$ cat src/rtl/hall_emulator.sv
// hall_emulator: programmable BLDC Hall-code source with sector, step and rev outputs.
// Optional macro HALL_EMU_FAULT_EN adds fault_mode to force or freeze the Hall code.
module hall_emulator #(
    parameter int PERIOD_W = 16,
    parameter int REV_W    = 16
) (
    input  logic                clk,
    input  logic                rst_n,
    input  logic                en,
    input  logic                load,
    input  logic [PERIOD_W-1:0] period,
    input  logic                dir,
`ifdef HALL_EMU_FAULT_EN
    input  logic [1:0]          fault_mode,
`endif
    output logic [2:0]          h,
    output logic [2:0]          sector,
    output logic                step,
    output logic [REV_W-1:0]    rev,
    output logic                running
);

    typedef enum logic [0:0] {IDLE, RUN} state_t;

    state_t              state_q, state_d;
    logic [PERIOD_W-1:0] period_q, period_d;
    logic [PERIOD_W-1:0] cnt_q, cnt_d;
    logic                dir_q, dir_d;
    logic [2:0]          sector_q, sector_d;
    logic [2:0]          h_q, h_d;
    logic                step_q, step_d;
    logic [REV_W-1:0]    rev_q, rev_d;
    logic                adv;

    function automatic logic [2:0] code_of(input logic [2:0] s);
        logic [2:0] c;
        unique case (s)
            3'd0:    c = 3'b101;
            3'd1:    c = 3'b100;
            3'd2:    c = 3'b110;
            3'd3:    c = 3'b010;
            3'd4:    c = 3'b011;
            3'd5:    c = 3'b001;
            default: c = 3'b101;
        endcase
        return c;
    endfunction

    // Next-state: FSM, step counter, load latch, sector/rev advance, Hall code
    always_comb begin
        state_d  = state_q;
        period_d = period_q;
        cnt_d    = cnt_q;
        dir_d    = dir_q;
        sector_d = sector_q;
        rev_d    = rev_q;
        adv      = 1'b0;

        unique case (state_q)
            IDLE: begin
                cnt_d = '0;
                if (en && period_q != '0) state_d = RUN;
            end
            RUN: begin
                if (!en || period_q == '0) begin
                    state_d = IDLE;
                    cnt_d   = '0;
                end else if (cnt_q == period_q - PERIOD_W'(1)) begin
                    cnt_d = '0;
                    adv   = 1'b1;
                end else begin
                    cnt_d = cnt_q + PERIOD_W'(1);
                end
            end
            default: state_d = IDLE;
        endcase

        // A load restarts the period and suppresses any step on its own cycle
        if (load) begin
            period_d = period;
            dir_d    = dir;
            cnt_d    = '0;
            adv      = 1'b0;
        end

        if (adv) begin
            if (dir_q) begin
                if (sector_q == 3'd0) begin
                    sector_d = 3'd5;
                    rev_d    = rev_q - REV_W'(1);
                end else begin
                    sector_d = sector_q - 3'd1;
                end
            end else begin
                if (sector_q == 3'd5) begin
                    sector_d = 3'd0;
                    rev_d    = rev_q + REV_W'(1);
                end else begin
                    sector_d = sector_q + 3'd1;
                end
            end
        end

`ifdef HALL_EMU_FAULT_EN
        unique case (fault_mode)
            2'b01:   h_d = 3'b000;
            2'b10:   h_d = 3'b111;
            2'b11:   h_d = h_q;
            default: h_d = code_of(sector_d);
        endcase
        step_d = adv && (fault_mode == 2'b00);
`else
        h_d    = code_of(sector_d);
        step_d = adv;
`endif
    end

    // State registers with synchronous active-low reset
    always_ff @(posedge clk) begin
        if (!rst_n) begin
            state_q  <= IDLE;
            period_q <= '0;
            cnt_q    <= '0;
            dir_q    <= 1'b0;
            sector_q <= 3'd0;
            h_q      <= 3'b101;
            step_q   <= 1'b0;
            rev_q    <= '0;
        end else begin
            state_q  <= state_d;
            period_q <= period_d;
            cnt_q    <= cnt_d;
            dir_q    <= dir_d;
            sector_q <= sector_d;
            h_q      <= h_d;
            step_q   <= step_d;
            rev_q    <= rev_d;
        end
    end

    assign h       = h_q;
    assign sector  = sector_q;
    assign step    = step_q;
    assign rev     = rev_q;
    assign running = (state_q == RUN);

endmodule
$ cat config.mk
export PLATFORM = sky130hd
export DESIGN_NAME = hall_emulator
export DESIGN_NICKNAME = d
export VERILOG_FILES = /design/src/rtl/hall_emulator.sv
export SDC_FILE = /design/constraint.sdc
export NUM_CORES = 1
export LEC_CHECK = 0
export CAP_MARGIN = 20
export CORE_ASPECT_RATIO = 0.6
export CORE_MARGIN = 2
export CORE_UTILIZATION = 40
export DETAILED_ROUTE_END_ITERATION = 10
export PLACE_DENSITY_LB_ADDON = 0.05
export REMOVE_ABC_BUFFERS = 1
export SLEW_MARGIN = 0
export SYNTH_ARGS = -nofsm -noshare
export SYNTH_HDL_FRONTEND = slang
export SYNTH_SLANG_ARGS = --single-unit
export TNS_END_PERCENT = 100
$ cat constraint.sdc
create_clock -name clk -period 3.7 [get_ports clk]
set_input_delay 0.74 -clock clk [delete_from_list [all_inputs] [get_ports clk]]
set_output_delay 0.74 -clock clk [all_outputs]
set_load 0.02 [all_outputs]
==> results of run 1 <==
## stage by stage
step | instances | hold slack (ns) | utilization | total power [mW] | area [sq um]
2_1_floorplan | 425 | 0.453 | - | 0.800 | 3630
3_3_place_gp | 593 | 0.479 | 0.470 | 0.877 | 4270
3_5_place_dp | 593 | 0.487 | 0.470 | 0.876 | 4270
4_1_cts | 608 | 0.497 | 0.505 | 1.76 | 4590
5_1_grt | 608 | 0.518 | 0.505 | 1.81 | 4590
6_report | 608 | 0.499 | 0.505 | 1.74 | 4590
## synth_stat cells (all sizes together), types with 2 or more instances
cell	number
ha	17
a31oi	7
o211ai	9
nor3b	2
or3	4
o31ai	2
dfxtp	57
o21ai	27
xnor2	23
a221oi	2
nand2b	4
a21oi	30
o21a	2
or2	3
a21o	5
clkbuf	14
and3	10
o21bai	2
nor2b	5
nor4b	2
nor2	52
xor2	19
or4	3
a211o	2
inv	12
nand4b	3
buf	7
mux2i	23
nand3	23
nor3	10
nand4	4
nor4	7
a211oi	6
o311ai	2
mux2	4
nand2	30
## how the worst max path moves through the flow
stage | end | depth (start not counted) | start | slack (ns)
after global placement | rev[14]$_SDFFE_PN0P_ | 9 | period_q[0]$_SDFFE_PN0P_ | 0.57
final | rev[7]$_SDFFE_PN0P_ | 9 | period_q[0]$_SDFFE_PN0P_ | 0.49
after CTS | rev[7]$_SDFFE_PN0P_ | 9 | period_q[0]$_SDFFE_PN0P_ | 0.56
after global routing | rev[14]$_SDFFE_PN0P_ | 9 | period_q[1]$_SDFFE_PN0P_ | 0.25
after detailed placement | rev[7]$_SDFFE_PN0P_ | 9 | period_q[0]$_SDFFE_PN0P_ | 0.58
after floorplan | rev[3]$_SDFFE_PN0P_ | 7 | period_q[0]$_SDFFE_PN0P_ | 0.87
## state kept, by name, indices dropped and copies added (netlist names)
name	cells
cnt_q	16
period_q	16
rev	16
h	3
sector	3
dir_q	1
running	1
step	1
## cell type report
| class | instances | area share |
|---|---|---|
| Timing Repair Buffer | 52 | 0.109 |
| Sequential cell | 57 | 0.249 |
| Inverter | 12 | 0.00982 |
| Clock buffer | 13 | 0.0611 |
| Tap cell | 116 | 0.0316 |
| Multi-Input combinational cell | 356 | 0.532 |
| Clock inverter | 2 | 0.00764 |
## worst reg2reg max path: cells and delay by family, from the launching register on
kind                       cells  cell delay (ns)
xor gates and xnor gates       1             0.14
and+or+nand+nor                4             1.34
AOI/OAI and AO/OA              2             0.97
adders and majority gates      1             0.23
DFF                            1             0.37
buffers and inverters          1             0.08
## power by group
| group | switching (mW) | internal [mW] |
|---|---|---|
| Clock | 0.289 | 0.589 |
| Combinational | 0.114 | 0.100 |
| Sequential | 0.0249 | 0.627 |
## metal layers
metal / global-route usage / vias to the layer above / wire length [microns]
met5: 0 / - / 0
met4: 0.0659 / 0 / 125
met3: 0.0518 / 10 / 675
met2: 0.251 / 93 / 3480
met1: 0.332 / 1536 / 5680
li1: - / 1702 / -
## cells by family (layout without fill, tap and decap cells)
| group | after synthesis | after routing | synth area share |
|---|---|---|---|
| AO/OA/AOI/OAI | 105 | 105 | 0.189 |
| XOR/XNOR | 42 | 42 | 0.0991 |
| adder cells (fa/ha/maj) | 18 | 18 | 0.0627 |
| buffers and inverters | 33 | 79 | 0.0354 |
| flip-flops | 57 | 57 | 0.307 |
| multiplexers | 27 | 27 | 0.0741 |
| AND/OR/NAND/NOR | 164 | 164 | 0.232 |
==> results.py, run 1 <==
metrics = {
    "logic_synthesis": {
        "syn_avg_cell_area_sq_um": 8.32,
        "synth_area_sq_um": 3710,
        "ys_ff_latch": 57,
        "synthTopCellsByArea": "dfxtp_1, mux2i_1, ha_1",
        "yosys.area.top_type_share": 0.307,
        "synthFlopType": "dfxtp_1",
        "syn-instance-count": 446,
        "async_flop_share": 0,
        "yosysWarningCount": 0,
        "seq_area_frac_synth": 0.307,
        "yosysTopAreaCell": "dfxtp_1",
        "yosysUniqueCellTypes": 63,
        "synth_edf_count": 0,
    },
    "grt": {
        "grt_max_degree": 21,
        "grt_pass1_wl_mm": 15.9,
        "grt_overflow": 0,
        "grt_pass1_vias": 2972,
        "grtUsageTotal": 0.205,
        "antenna_found_initial": 0,
    },
    "worst_setup_path": {
        "cp_data_required_time_ns": 3.96,
        "critPathBufInv": 1,
        "cp_top_family": "simple AND/OR/NAND/NOR gates",
        "critPathArrivalTime_ns": 3.47,
        "reg2reg_from": "period_q[0]$_SDFFE_PN0P_",
        "crit_chain": "inv_1 > ha_1 > nor3b_4 > nand2_1 > xnor2_1 > nor4_1 > o2111a_1 > nand3_1 > a21oi_1",
        "slowest_stage": "o2111a_1",
        "r2r_end": "rev[7]$_SDFFE_PN0P_",
        "worstSetupEndpointType": "flip-flop",
        "path_max_fanout": 16,
        "start_kind": "flip-flop",
        "cp_slowest_stage_delay_ns": 0.78,
        "path_class": "reg -> reg",
        "regToRegSetupSlack_ns": 0.49,
        "r2r_cells": 9,
    },
    "placement": {
        "numPortBuffers": 44,
        "place_congestion": 0.904,
        "hpwl_mm": 7.29,
        "place_worst_setup_slack_ns": 0.581,
    },
    "sta": {
        "fin_crit_ns": 3.21,
        "setup_viol": 0,
        "rsz0062_at_grt": "false",
        "fin_worst_skew_ns": 0.00858,
        "worst_slack_ns": 0.492,
        "timing.final.hold_violations": 0,
        "tns_ns": 0,
        "relSlewSlack": 0.306,
        "min_period_over_period": 0.867,
        "slew_viol_final": 0,
        "worst_pin_slew_ns": 1.03,
        "clock.fmax_ghz": 0.312,
    },
    "floorplan": {
        "rows": 27,
        "initial_core_util": 0.409,
        "die_y_microns": 78.6,
        "ios": 45,
        "die-area_sq_um": 10100,
        "core-area_sq_um": 9090,
        "die_x_microns": 128,
    },
    "min_path": {
        "hold_depth": 1,
        "min_to": "cnt_q[0]$_SDFF_PP0_",
        "hp-start": "cnt_q[0]$_SDFF_PP0_",
        "hp-class": "reg -> reg",
    },
    "status": {
        "outcome": "finished, final reports clean",
    },
    "flow_run": {
        "cap_violations": 0,
    },
    "clock_tree": {
        "clock_latency_ns": 0.34,
        "cts_hold_buffers": 0,
        "cts.clk_slew.worst_paths_ns": 0.05,
        "clkSinkCount": 57,
        "h-tree-depth": 3,
        "post_cts_buffers": 0,
        "cts_resized": 0,
        "cts-buffers-inserted": 9,
        "root_buffer": "clkbuf_16",
        "clockBufferDepth": 2,
        "cts_tree": "yes",
    },
    "finish": {
        "nets": 527,
        "area_growth_pct": 23.6,
        "multiInputGateArea_sq_um": 2440,
        "fillCellCount": 852,
        "drive_gt1_frac": 0.0894,
        "final_cell_mix": "dfxtp_1, nor2_1, clkdlybuf4s50_1",
        "layout_commonest_cell": "dfxtp_1",
        "antennaDiodeCount": 0,
        "ff_latch_area_sq_um": 1140,
    },
    "power": {
        "power_density_nw_per_um2": 380,
        "peakVddDrop_v": 0.000220,
        "p_leak_nw": 1.79,
    },
    "routing": {
        "initialDrtViolationCount": 259,
        "viasPerCell": 5.50,
        "drc": 0,
        "vias": 3341,
        "finalWirelength_mm": 9.96,
        "drt-wirelength-per-cell_microns": 16.4,
        "dr.pass1.iters": 4,
        "final_antenna_net_count": 0,
    },
}
(Power assumes the default switching activity.)
==> run 2, diff against run 1 <==
--- a/config.mk
+++ b/config.mk
@@ -6,13 +6,11 @@
 export NUM_CORES = 1
 export LEC_CHECK = 0
 export CAP_MARGIN = 20
-export CORE_ASPECT_RATIO = 0.6
 export CORE_MARGIN = 2
 export CORE_UTILIZATION = 40
 export DETAILED_ROUTE_END_ITERATION = 10
 export PLACE_DENSITY_LB_ADDON = 0.05
 export REMOVE_ABC_BUFFERS = 1
-export SLEW_MARGIN = 0
 export SYNTH_ARGS = -nofsm -noshare
 export SYNTH_HDL_FRONTEND = slang
 export SYNTH_SLANG_ARGS = --single-unit
==> results.py, run 2 (synthesis gave the netlist of run 1 again) <==
metrics = {
    "status": {
        "outcome": "finished, final reports clean",
    },
    "clock_tree": {
        "cts_hold_buffers": 0,
        "h-tree-depth": 3,
        "clock_latency_ns": 0.35,
        "root_buffer": "clkbuf_8",
        "post_cts_buffers": 0,
        "clkSinkCount": 57,
        "cts_resized": 0,
        "cts_tree": "yes",
        "cts-buffers-inserted": 9,
        "cts.clk_slew.worst_paths_ns": 0.06,
        "clockBufferDepth": 2,
    },
    "power": {
        "p_int_mw": 1.07,
        "p_comb_frac": 0.145,
        "peakVddDrop_v": 0.000131,
        "seqPwrFrac": 0.447,
        "clockPowerShare": 0.408,
        "power_density_nw_per_um2": 326,
        "power_mw": 1.45,
        "swShare": 0.264,
        "switching_power_mw": 0.383,
        "p_leak_nw": 1.73,
    },
    "worst_setup_path": {
        "r2r_end": "rev[3]$_SDFFE_PN0P_",
        "reg2reg_from": "period_q[0]$_SDFFE_PN0P_",
        "critPathArrivalTime_ns": 3.34,
        "start_kind": "flip-flop",
        "path_class": "reg -> reg",
        "r2r_cells": 9,
        "crit_path_end": "rev[3]$_SDFFE_PN0P_",
        "worstSetupEndpointType": "flip-flop",
        "crit_start": "period_q[0]$_SDFFE_PN0P_",
        "cp_data_required_time_ns": 3.97,
        "path_max_fanout": 15,
        "regToRegSetupSlack_ns": 0.64,
    },
    "routing": {
        "dr.pass1.iters": 4,
        "vias": 3323,
        "initialDrtViolationCount": 56,
        "viasPerCell": 5.52,
        "final_antenna_net_count": 0,
        "drt-wirelength-per-cell_microns": 15.4,
        "finalWirelength_mm": 9.27,
        "drc": 0,
    },
    "floorplan": {
        "initial_core_util": 0.408,
        "ios": 45,
        "rows": 35,
        "die_y_microns": 100,
        "die-area_sq_um": 10100,
        "core-area_sq_um": 9110,
        "die_x_microns": 100,
    },
    "sta": {
        "rsz0062_at_grt": "false",
        "relSlewSlack": 0.490,
        "min_period_over_period": 0.828,
        "worst_slack_ns": 0.638,
        "fin_crit_ns": 3.06,
        "tns_ns": 0,
        "hold_slack_ns": 0.495,
        "slew_viol_final": 0,
        "setup_viol": 0,
        "fin_worst_skew_ns": 0.0103,
        "timing.final.hold_violations": 0,
        "worst_pin_slew_ns": 0.758,
        "clock.fmax_ghz": 0.327,
    },
    "placement": {
        "numPortBuffers": 44,
        "place_congestion": 0.819,
        "dp.cells": 587,
        "place_worst_setup_slack_ns": 0.727,
        "hpwl_mm": 6.72,
        "dpl_cell_area_sq_um": 4260,
    },
    "flow_run": {
        "cap_violations": 0,
    },
    "grt": {
        "grt_pass1_wl_mm": 15.8,
        "antenna_found_initial": 0,
        "grt_max_degree": 34,
        "grt_overflow": 0,
        "grtUsageTotal": 0.197,
        "grt_pass1_vias": 3262,
    },
    "finish": {
        "nets": 526,
        "area_growth_pct": 20.0,
        "final_cell_area_sq_um": 4450,
        "antennaDiodeCount": 0,
        "layout_commonest_cell": "dfxtp_1",
        "final_cells": 602,
        "final_cell_mix": "dfxtp_1, nor2_1, clkdlybuf4s50_1",
        "final_util": 0.489,
        "drive_gt1_frac": 0.0855,
    },
    "min_path": {
        "hp-class": "reg -> reg",
    },
}
==> run 2: final cells by class <==
cell class                 count  area, sq um
fill                         897         4660
multi-input combinational    356         2440
sequential                    57         1140
timing repair buffer          51          493
clock buffer                  12          155
tap                          111          139
inverter                      12         45.0
clock inverter                 3         40.0
==> run 2: layer usage <==
metal	up-vias	wire, microns	GRT usage
met2	66	4570	0.337
li1	1696	-	-
met1	1544	4200	0.242
met5	-	0	0
met3	17	351	0.0481
met4	0	156	0.0664
==> run 2: power groups by stage <==
stage	registers [mW]	clock network, mW	logic [mW]
2_1_floorplan	0.659	0	0.141
6_report	0.649	0.591	0.211
5_1_grt	0.651	0.637	0.231
3_3_place_gp	0.662	0	0.207
4_1_cts	0.648	0.613	0.210
3_5_place_dp	0.662	0	0.209
==> run 2: critical path, cell delays in order (launching register included) <==
cell and delay (ns):
dfxtp_1 0.37, inv_1 0.09, ha_1 0.24, nor3b_4 0.37
nand2_1 0.12, xnor2_1 0.14, nor4_1 0.58, o2111ai_4 0.34
or4_1 0.59, a21oi_1 0.14
==> run 2: worst min path at each step <==
stage,start,to,slack [ns],cells after the start
CTS,rev[2]$_SDFFE_PN0P_,rev[2]$_SDFFE_PN0P_,0.50,2
finish,cnt_q[0]$_SDFF_PP0_,cnt_q[0]$_SDFF_PP0_,0.50,1
global route,rev[3]$_SDFFE_PN0P_,rev[3]$_SDFFE_PN0P_,0.52,2
detailed placement,rev[6]$_SDFFE_PN0P_,rev[6]$_SDFFE_PN0P_,0.49,2
global placement,rev[5]$_SDFFE_PN0P_,rev[5]$_SDFFE_PN0P_,0.48,2
floorplan,cnt_q[0]$_SDFF_PP0_,cnt_q[0]$_SDFF_PP0_,0.45,1
